## config.mk

```make
export PLATFORM = sky130hd
export DESIGN_NAME = inst_fetcher_flat
export DESIGN_NICKNAME = d
export VERILOG_FILES = /design/src/rtl/inst_fetcher_pkg.sv /design/src/rtl/inst_fetcher_if.sv /design/src/rtl/inst_fifo.sv /design/src/rtl/inst_fetcher.sv /design/src/flat_wrapper.sv
export SDC_FILE = /design/constraint.sdc
export NUM_CORES = 1
export LEC_CHECK = 0
export BUFFER_PORTS_ARGS = -buffer_cell sky130_fd_sc_hd__buf_2
export CAP_MARGIN = 20
export CORE_ASPECT_RATIO = 2
export CORE_MARGIN = 2
export CORE_UTILIZATION = 35
export CTS_BUF_LIST = sky130_fd_sc_hd__clkbuf_8
export DETAILED_ROUTE_END_ITERATION = 6
export PLACE_DENSITY = 0.55
export SYNTH_ARGS = -nofsm -noshare
export SYNTH_HDL_FRONTEND = slang
export SYNTH_SLANG_ARGS = --single-unit
```

## constraint.sdc

```tcl
create_clock -name clk_in -period 7.85 [get_ports clk_in]
set_clock_uncertainty 0.1 [all_clocks]
set_input_delay 0 -clock clk_in [delete_from_list [all_inputs] [get_ports clk_in]]
set_output_delay 0 -clock clk_in [all_outputs]
set_load 0.02 [all_outputs]
```

## src/rtl/inst_fetcher_pkg.sv

```systemverilog
// -----------------------------------------------------------------------------
// inst_fetcher_pkg
//   Shared constants and types for the instruction fetch stage:
//   instruction/address widths, the "empty" PC marker shown to the decoder,
//   TRUE/FALSE, load/store opcodes, the fetch FSM state encoding, and the
//   {pc, inst} entry stored in the instruction FIFO.
// -----------------------------------------------------------------------------
package inst_fetcher_pkg;

   localparam int INST_WIDTH = 32;
   localparam int ADDR_WIDTH = 32;

   // PC value presented to the decoder when no instruction is available.
   localparam logic [ADDR_WIDTH-1:0] EMPTY_INST = 32'hFFFF_FFFF;

   localparam logic TRUE  = 1'b1;
   localparam logic FALSE = 1'b0;

   localparam logic [6:0] OP_LOAD  = 7'b0000011;
   localparam logic [6:0] OP_STORE = 7'b0100011;

   typedef enum logic [1:0] {
      IF_IDLE = 2'd0,
      IF_WAIT = 2'd1,
      IF_DROP = 2'd2
   } if_state_t;

   typedef struct packed {
      logic [ADDR_WIDTH-1:0] pc;
      logic [INST_WIDTH-1:0] inst;
   } fifo_entry_t;

   function automatic logic is_load_store(input logic [INST_WIDTH-1:0] inst);
      return (inst[6:0] == OP_LOAD) || (inst[6:0] == OP_STORE);
   endfunction

endpackage

```

## src/rtl/inst_fetcher_if.sv

```systemverilog
// -----------------------------------------------------------------------------
// inst_fetcher_if
//   Bundles the fetcher's decoder-side and memory-side signals.
//   master : the fetcher (drives decoder outputs and the fetch request)
//   slave  : the environment (decoder/ROB and memory controller)
//   Decoder side : if_station_idle, inst_to_dec, pc_to_dec, if_ls_to_dec
//   Memory side  : if_fetch_req, fetch_addr, inst_valid_from_mem, inst_from_mem
//   ROB redirect : if_jump, jump_pc
// -----------------------------------------------------------------------------
interface inst_fetcher_if;

   logic        if_station_idle;
   logic [31:0] inst_to_dec;
   logic [31:0] pc_to_dec;
   logic        if_ls_to_dec;
   logic        if_fetch_req;
   logic [31:0] fetch_addr;
   logic        inst_valid_from_mem;
   logic [31:0] inst_from_mem;
   logic        if_jump;
   logic [31:0] jump_pc;

   modport master (
      input  if_station_idle, inst_valid_from_mem, inst_from_mem, if_jump, jump_pc,
      output inst_to_dec, pc_to_dec, if_ls_to_dec, if_fetch_req, fetch_addr
   );

   modport slave (
      output if_station_idle, inst_valid_from_mem, inst_from_mem, if_jump, jump_pc,
      input  inst_to_dec, pc_to_dec, if_ls_to_dec, if_fetch_req, fetch_addr
   );

endinterface

```

## src/rtl/inst_fifo.sv

```systemverilog
// -----------------------------------------------------------------------------
// inst_fifo
//   Circular buffer of {pc, inst} entries for the fetch stage.
//   Ports:
//     clk, rst_n  : clock, asynchronous active-low reset
//     i_push/i_din: write an entry at the tail
//     i_pop       : retire the head entry
//     i_clear     : empty the buffer (wins over push/pop)
//     o_head      : entry at the head (valid only when o_count != 0)
//     o_count     : occupied entries, 0..DEPTH
//     o_full      : o_count == DEPTH
//   DEPTH must be a power of two >= 2 so the pointers wrap for free.
// -----------------------------------------------------------------------------
module inst_fifo
   import inst_fetcher_pkg::*;
#(
   parameter int DEPTH = 8
) (
   input  logic                     clk,
   input  logic                     rst_n,
   input  logic                     i_push,
   input  fifo_entry_t              i_din,
   input  logic                     i_pop,
   input  logic                     i_clear,
   output fifo_entry_t              o_head,
   output logic [$clog2(DEPTH):0]   o_count,
   output logic                     o_full
);

   localparam int PW = $clog2(DEPTH);
   localparam logic [PW:0] FULL_CNT = DEPTH[PW:0];

   fifo_entry_t   r_mem [DEPTH];
   logic [PW-1:0] r_head;
   logic [PW-1:0] r_tail;
   logic [PW:0]   r_count;

   logic w_do_push;
   logic w_do_pop;

   // A push into a full buffer is only legal when the head leaves the same cycle.
   assign w_do_pop  = i_pop && (r_count != '0);
   assign w_do_push = i_push && ((r_count != FULL_CNT) || w_do_pop);

   // NOTE: the storage array has no reset; an entry is only ever read after it
   // was written, and leaving it out of reset keeps it mappable to plain RAM.
   always_ff @(posedge clk) begin
      if (w_do_push && !i_clear) begin
         r_mem[r_tail] <= i_din;
      end
   end

   // NOTE: all sequential state uses non-blocking assignments so every
   // register samples the pre-edge values regardless of statement order.
   always_ff @(posedge clk or negedge rst_n) begin
      if (!rst_n) begin
         r_head  <= '0;
         r_tail  <= '0;
         r_count <= '0;
      end else if (i_clear) begin
         r_head  <= '0;
         r_tail  <= '0;
         r_count <= '0;
      end else begin
         if (w_do_push) r_tail <= r_tail + 1'b1;
         if (w_do_pop)  r_head <= r_head + 1'b1;
         case ({w_do_push, w_do_pop})
            2'b10:   r_count <= r_count + 1'b1;
            2'b01:   r_count <= r_count - 1'b1;
            default: r_count <= r_count;
         endcase
      end
   end

   assign o_head  = r_mem[r_head];
   assign o_count = r_count;
   assign o_full  = (r_count == FULL_CNT);

endmodule

```

## src/rtl/inst_fetcher.sv

```systemverilog
// -----------------------------------------------------------------------------
// inst_fetcher
//   Fetch stage: requests 32-bit instructions at a sequential PC, buffers
//   them in inst_fifo and presents the head to the decoder.
//   Ports:
//     clk_in  : clock
//     rst_in  : asynchronous active-low reset
//     rdy_in  : global ready; all state holds while low
//     bus     : inst_fetcher_if.master (decoder, memory and redirect signals)
//   Parameters: QUEUE_DEPTH (power of two >= 2), RESET_PC.
//   Optional: define IFETCH_BYPASS_EN to forward a response straight to the
//   decoder when the FIFO is empty (zero-cycle fetch-to-issue).
// -----------------------------------------------------------------------------
module inst_fetcher
   import inst_fetcher_pkg::*;
#(
   parameter int          QUEUE_DEPTH = 8,
   parameter logic [31:0] RESET_PC    = 32'h0
) (
   input  logic           clk_in,
   input  logic           rst_in,
   input  logic           rdy_in,
   inst_fetcher_if.master bus
);

   localparam int CW = $clog2(QUEUE_DEPTH) + 1;

   if_state_t   r_state;
   logic [31:0] r_pc;
   logic        r_fetch_req;
   logic [31:0] r_fetch_addr;

   fifo_entry_t w_head;
   fifo_entry_t w_din;
   logic [CW-1:0] w_count;
   logic        w_full;
   logic        w_empty;
   logic        w_resp;
   logic        w_push;
   logic        w_pop;
   logic        w_clear;
   logic [31:0] w_dec_inst;
   logic [31:0] w_dec_pc;
   logic        w_dec_ls;

   assign w_empty = (w_count == '0);
   // Only a response to our own outstanding request is meaningful.
   assign w_resp  = (r_state == IF_WAIT) && bus.inst_valid_from_mem;
   assign w_clear = rdy_in && bus.if_jump;
   assign w_pop   = rdy_in && !bus.if_jump && !w_empty && bus.if_station_idle;
   assign w_din   = '{pc: r_pc, inst: bus.inst_from_mem};

`ifdef IFETCH_BYPASS_EN
   logic w_bypass;
   logic w_bypass_take;
   assign w_bypass      = w_empty && w_resp && !bus.if_jump;
   assign w_bypass_take = w_bypass && rdy_in && bus.if_station_idle;
   assign w_push        = rdy_in && !bus.if_jump && w_resp && !w_bypass_take;
`else
   assign w_push        = rdy_in && !bus.if_jump && w_resp;
`endif

   inst_fifo #(
      .DEPTH   (QUEUE_DEPTH)
   ) u_fifo (
      .clk     (clk_in),
      .rst_n   (rst_in),
      .i_push  (w_push),
      .i_din   (w_din),
      .i_pop   (w_pop),
      .i_clear (w_clear),
      .o_head  (w_head),
      .o_count (w_count),
      .o_full  (w_full)
   );

   // NOTE: every output of this block gets a default first, so no path can
   // leave a value unassigned and infer a latch.
   always_comb begin
      w_dec_inst = '0;
      w_dec_pc   = EMPTY_INST;
      w_dec_ls   = FALSE;
      if (!w_empty) begin
         w_dec_inst = w_head.inst;
         w_dec_pc   = w_head.pc;
         w_dec_ls   = is_load_store(w_head.inst);
      end
`ifdef IFETCH_BYPASS_EN
      else if (w_bypass) begin
         w_dec_inst = bus.inst_from_mem;
         w_dec_pc   = r_pc;
         w_dec_ls   = is_load_store(bus.inst_from_mem);
      end
`endif
   end

   // Fetch FSM. A request is only issued while the FIFO has room, and only one
   // request is ever outstanding, so the matching push can never overflow.
   always_ff @(posedge clk_in or negedge rst_in) begin
      if (!rst_in) begin
         r_state      <= IF_IDLE;
         r_pc         <= RESET_PC;
         r_fetch_req  <= FALSE;
         r_fetch_addr <= RESET_PC;
      end else if (rdy_in) begin
         if (bus.if_jump) begin
            r_pc        <= bus.jump_pc;
            r_fetch_req <= FALSE;
            // A request still in flight must have its response swallowed.
            if ((r_state != IF_IDLE) && !bus.inst_valid_from_mem) begin
               r_state <= IF_DROP;
            end else begin
               r_state <= IF_IDLE;
            end
         end else begin
            unique case (r_state)
               IF_IDLE: begin
                  if (!w_full) begin
                     r_fetch_req  <= TRUE;
                     r_fetch_addr <= r_pc;
                     r_state      <= IF_WAIT;
                  end
               end
               IF_WAIT: begin
                  if (bus.inst_valid_from_mem) begin
                     r_fetch_req <= FALSE;
                     r_pc        <= r_pc + 32'd4;
                     r_state     <= IF_IDLE;
                  end
               end
               IF_DROP: begin
                  if (bus.inst_valid_from_mem) begin
                     r_state <= IF_IDLE;
                  end
               end
               default: r_state <= IF_IDLE;
            endcase
         end
      end
   end

   assign bus.if_fetch_req = r_fetch_req;
   assign bus.fetch_addr   = r_fetch_addr;
   assign bus.inst_to_dec  = w_dec_inst;
   assign bus.pc_to_dec    = w_dec_pc;
   assign bus.if_ls_to_dec = w_dec_ls;

endmodule

```

## src/flat_wrapper.sv

```systemverilog
// flat-port wrapper written by rule: the top's interface ports become plain ports
module inst_fetcher_flat import inst_fetcher_pkg::*;
#(
   parameter int          QUEUE_DEPTH = 8,
   parameter logic [31:0] RESET_PC    = 32'h0
)
  (clk_in, rst_in, rdy_in, bus_if_station_idle, bus_inst_valid_from_mem, bus_inst_from_mem, bus_if_jump, bus_jump_pc, bus_inst_to_dec, bus_pc_to_dec, bus_if_ls_to_dec, bus_if_fetch_req, bus_fetch_addr);
  inst_fetcher_if bus_i ();
  input  logic clk_in;
  input  logic rst_in;
  input  logic rdy_in;
  input wire logic [$bits(bus_i.if_station_idle)-1:0] bus_if_station_idle;
  input wire logic [$bits(bus_i.inst_valid_from_mem)-1:0] bus_inst_valid_from_mem;
  input wire logic [$bits(bus_i.inst_from_mem)-1:0] bus_inst_from_mem;
  input wire logic [$bits(bus_i.if_jump)-1:0] bus_if_jump;
  input wire logic [$bits(bus_i.jump_pc)-1:0] bus_jump_pc;
  output wire logic [$bits(bus_i.inst_to_dec)-1:0] bus_inst_to_dec;
  output wire logic [$bits(bus_i.pc_to_dec)-1:0] bus_pc_to_dec;
  output wire logic [$bits(bus_i.if_ls_to_dec)-1:0] bus_if_ls_to_dec;
  output wire logic [$bits(bus_i.if_fetch_req)-1:0] bus_if_fetch_req;
  output wire logic [$bits(bus_i.fetch_addr)-1:0] bus_fetch_addr;
  assign bus_i.if_station_idle = bus_if_station_idle;
  assign bus_i.inst_valid_from_mem = bus_inst_valid_from_mem;
  assign bus_i.inst_from_mem = bus_inst_from_mem;
  assign bus_i.if_jump = bus_if_jump;
  assign bus_i.jump_pc = bus_jump_pc;
  assign bus_inst_to_dec = bus_i.inst_to_dec;
  assign bus_pc_to_dec = bus_i.pc_to_dec;
  assign bus_if_ls_to_dec = bus_i.if_ls_to_dec;
  assign bus_if_fetch_req = bus_i.if_fetch_req;
  assign bus_fetch_addr = bus_i.fetch_addr;
  inst_fetcher #(.QUEUE_DEPTH(QUEUE_DEPTH), .RESET_PC(RESET_PC)) u_core (.clk_in(clk_in), .rst_in(rst_in), .rdy_in(rdy_in), .bus(bus_i));
endmodule
```

==> results.cfg <==
[power_and_ir_drop]
leakage_nw = 9.60
power_density_nw_per_um2 = 302
ir_worst_vdd_v = 0.000202

[logic_synthesis]
yosysSeqAreaShare_pct = 73.4
synth_edf_count = 512
yosysWarnings = 0
syn_nets = 1300
mappedNetlistArea_um2 = 23600
yosysUniqueCellTypes = 65
async_flop_share_pct = 13.1
syn_area_per_cell_um2 = 19.3
synthCells = 1222
synth_top_cell_area_share_pct = 65.2
yosysTopAreaCell = edfxtp_1
synthTopCellsByArea = edfxtp_1, mux4_2, dfrtp_1, mux2i_1, mux2_4
yosys_register_bits = 589
synthFlopType = edfxtp_1

[die]
num_rows = 134
fp.dieArea_um2 = 69600
io_pins = 168
die_w_um = 188
die_h_um = 371
initial_core_util_pct = 35.3
core_area_um2 = 66700

[clock_tree]
htree_levels = 3
cts_resized = 0
cts_tree = built
cts_buffers = 84
clock_sinks = 589
cts.clk_slew.worst_paths_ps = 70
cts_max_path_buffers = 3
worst_skew_pair.late_latency_ps = 680
root_buffer = clkbuf_8

[layout]
layout.cells.non_filler = 2526
final_cell_mix = edfxtp_1, buf_2, dlygate4sd3_1
multi_input_area_um2 = 5960
drive_above_1_share_pct = 30.7
layout.nets = 1647
fillers = 6036
finalInstanceArea_um2 = 28600
regArea_um2 = 17300
areaGrowthSynthToFinish_pct = 21.1
final_common_cell = edfxtp_1

[sta]
fin_tns_setup_ps = 0
setup_ws_ps = 3680
tightest_slew_ps = 1130
finalHoldViolations = 0
max_freq_ghz = 0.240
fin_crit_sh_pct = 53.1
relSlewSlack_pct = 23.7
period_minus_slack_ps = 4170
holdWs_ps = 50.2
rsz0062_at_grt = no
slew_violations = 0
setup_viol = 0

[flow_run]
maxCapViolCount = 0

[detailed_routing]
drt-initial-drc-count = 943
drc = 0
wire_per_inst_um = 23.2
firstDrtPassIters = 5
viasPerCell = 5.11
wl_um = 58500
vias = 12900
ant_nets = 0

[worst_setup_path]
cp.required_ps = 7750
path_max_fanout = 53
crit_type = register to output port
cp.arrival_ps = 4070
rr_worst_depth = 8
worstSetupStartpointType = register
crit_path_end_kind = output port

[global_routing]
antenna_found_initial = 4
grt_max_degree = 98
overflow = 0
grt_usage_pct = 17.0
grt_pass1_wl_um = 87400
grt_pass1_vias = 13900

[placed_design]
pre_cts_ws_ps = 4260
numPortBuffers = 167
dp_cells = 2231
place_area_um2 = 25500
place.gp.congestion = 0.788
post-dp-hpwl_um = 34400

[hold_path]
hp-class = primary input to register
worstHoldPathCells = 2

[run_status]
status = finished, final reports clean
[metal layers]
layer	share of wire (%)	track usage, %	routed length [um]
met1	40	19.8	23200
met2	54	31.5	31500
met3	4.6	3.05	2670
met4	2.0	5.57	1150
met5	0.043	0	25
[worst paths after layout]
check | start | slack (ps) | endpoint
setup / recovery | u_core.u_fifo.r_head[1] | 3680 | bus_pc_to_dec[0]
hold / removal | bus_inst_from_mem[13] | 50 | u_core.u_fifo.r_mem[2][13]
setup reg to reg | u_core.r_pc[2] | 3840 | u_core.r_pc[18]
hold reg to reg | u_core.bus.fetch_addr[26] | 400 | u_core.bus.fetch_addr[26]
max in group asynchronous | rst_in | 6500 | u_core.u_fifo.r_head[1]
min in group asynchronous | rst_in | 260 | u_core.r_pc[16]
[synthesized netlist by cell type (3+ instances only)]
library cell and number:
a21oi_1 31, a22oi_1 3, a2bb2oi_1 7, a31oi_1 3, and3_1 5, buf_1 4
buf_12 3, buf_2 34, clkbuf_1 22, dfrtp_1 77, edfxtp_1 512, ha_1 7
inv_1 8, mux2_2 3, mux2_4 29, mux2i_1 71, mux4_2 128, nand2_1 72
nand2b_1 4, nand3_1 21, nand4_1 6, nor2_1 64, nor3_1 9, nor3b_1 3
nor4_1 3, nor4b_1 3, o211ai_1 3, o21ai_0 27, o21ai_1 4, o22ai_1 7
o32ai_1 5, or2_2 3
[timing repair]
action                    in CTS  in global routing
hold endpoints to repair     378                  0
setup buffers                  0                  0
hold buffers                 136                  0
[sequential cells by signal, summed over array words and instances (netlist names)]
register and cells:
u_core.u_fifo.r_mem 512, u_core.bus.fetch_addr 32, u_core.r_pc 32, u_core.u_fifo.o_count 4, u_core.u_fifo.r_head 3, u_core.u_fifo.r_tail 3
u_core.r_state 2, u_core.bus.if_fetch_req 1
[cells by family after synthesis]
| family | count (synthesis) | synth area share (%) |
|---|---|---|
| XOR/XNOR | 3 | 0.111 |
| adder cells (fa/ha/maj) | 8 | 0.456 |
| AND/OR/NAND/NOR | 208 | 4.25 |
| flip-flops | 589 | 73.4 |
| multiplexers | 231 | 17.2 |
| AO/OA/AOI/OAI | 110 | 2.97 |
| buffers and inverters | 73 | 1.59 |
[critical path: stages (launching register included)]
cell and delay, ps:
dfrtp_4 760, buf_4 720, buf_4 780, mux4_2 400, mux2i_1 260, nand2_1 160
buf_2 220
[per-stage QoR]
| step | utilization, % | power, mW |
|---|---|---|
| final | 42.8 | 8.64 |
| after global routing | 42.8 | 9.06 |
| after CTS | 42.8 | 8.78 |
| after detailed placement | 38.1 | 6.19 |
| after global placement | 38.1 | 6.17 |
| after floorplan | - | 5.39 |
[report_power, final]
part           switching, mW  total [mW]  internal (mW)  leakage [nW]
clock network           1.18        2.47           1.28          1.01
logic                   1.25        2.21          0.969          3.07
registers              0.308        3.96           3.65          5.53
[cell type report]
cell class / count / area share [%]
Clock inverter: 64 / 1.52
Antenna cell: 1 / 0.00876
Timing Repair Buffer: 326 / 8.46
Multi-Input combinational cell: 560 / 20.9
Clock buffer: 94 / 4.53
Sequential cell: 589 / 60.6
Tap cell: 884 / 3.87
Inverter: 8 / 0.105
(Power assumes the default switching activity.)
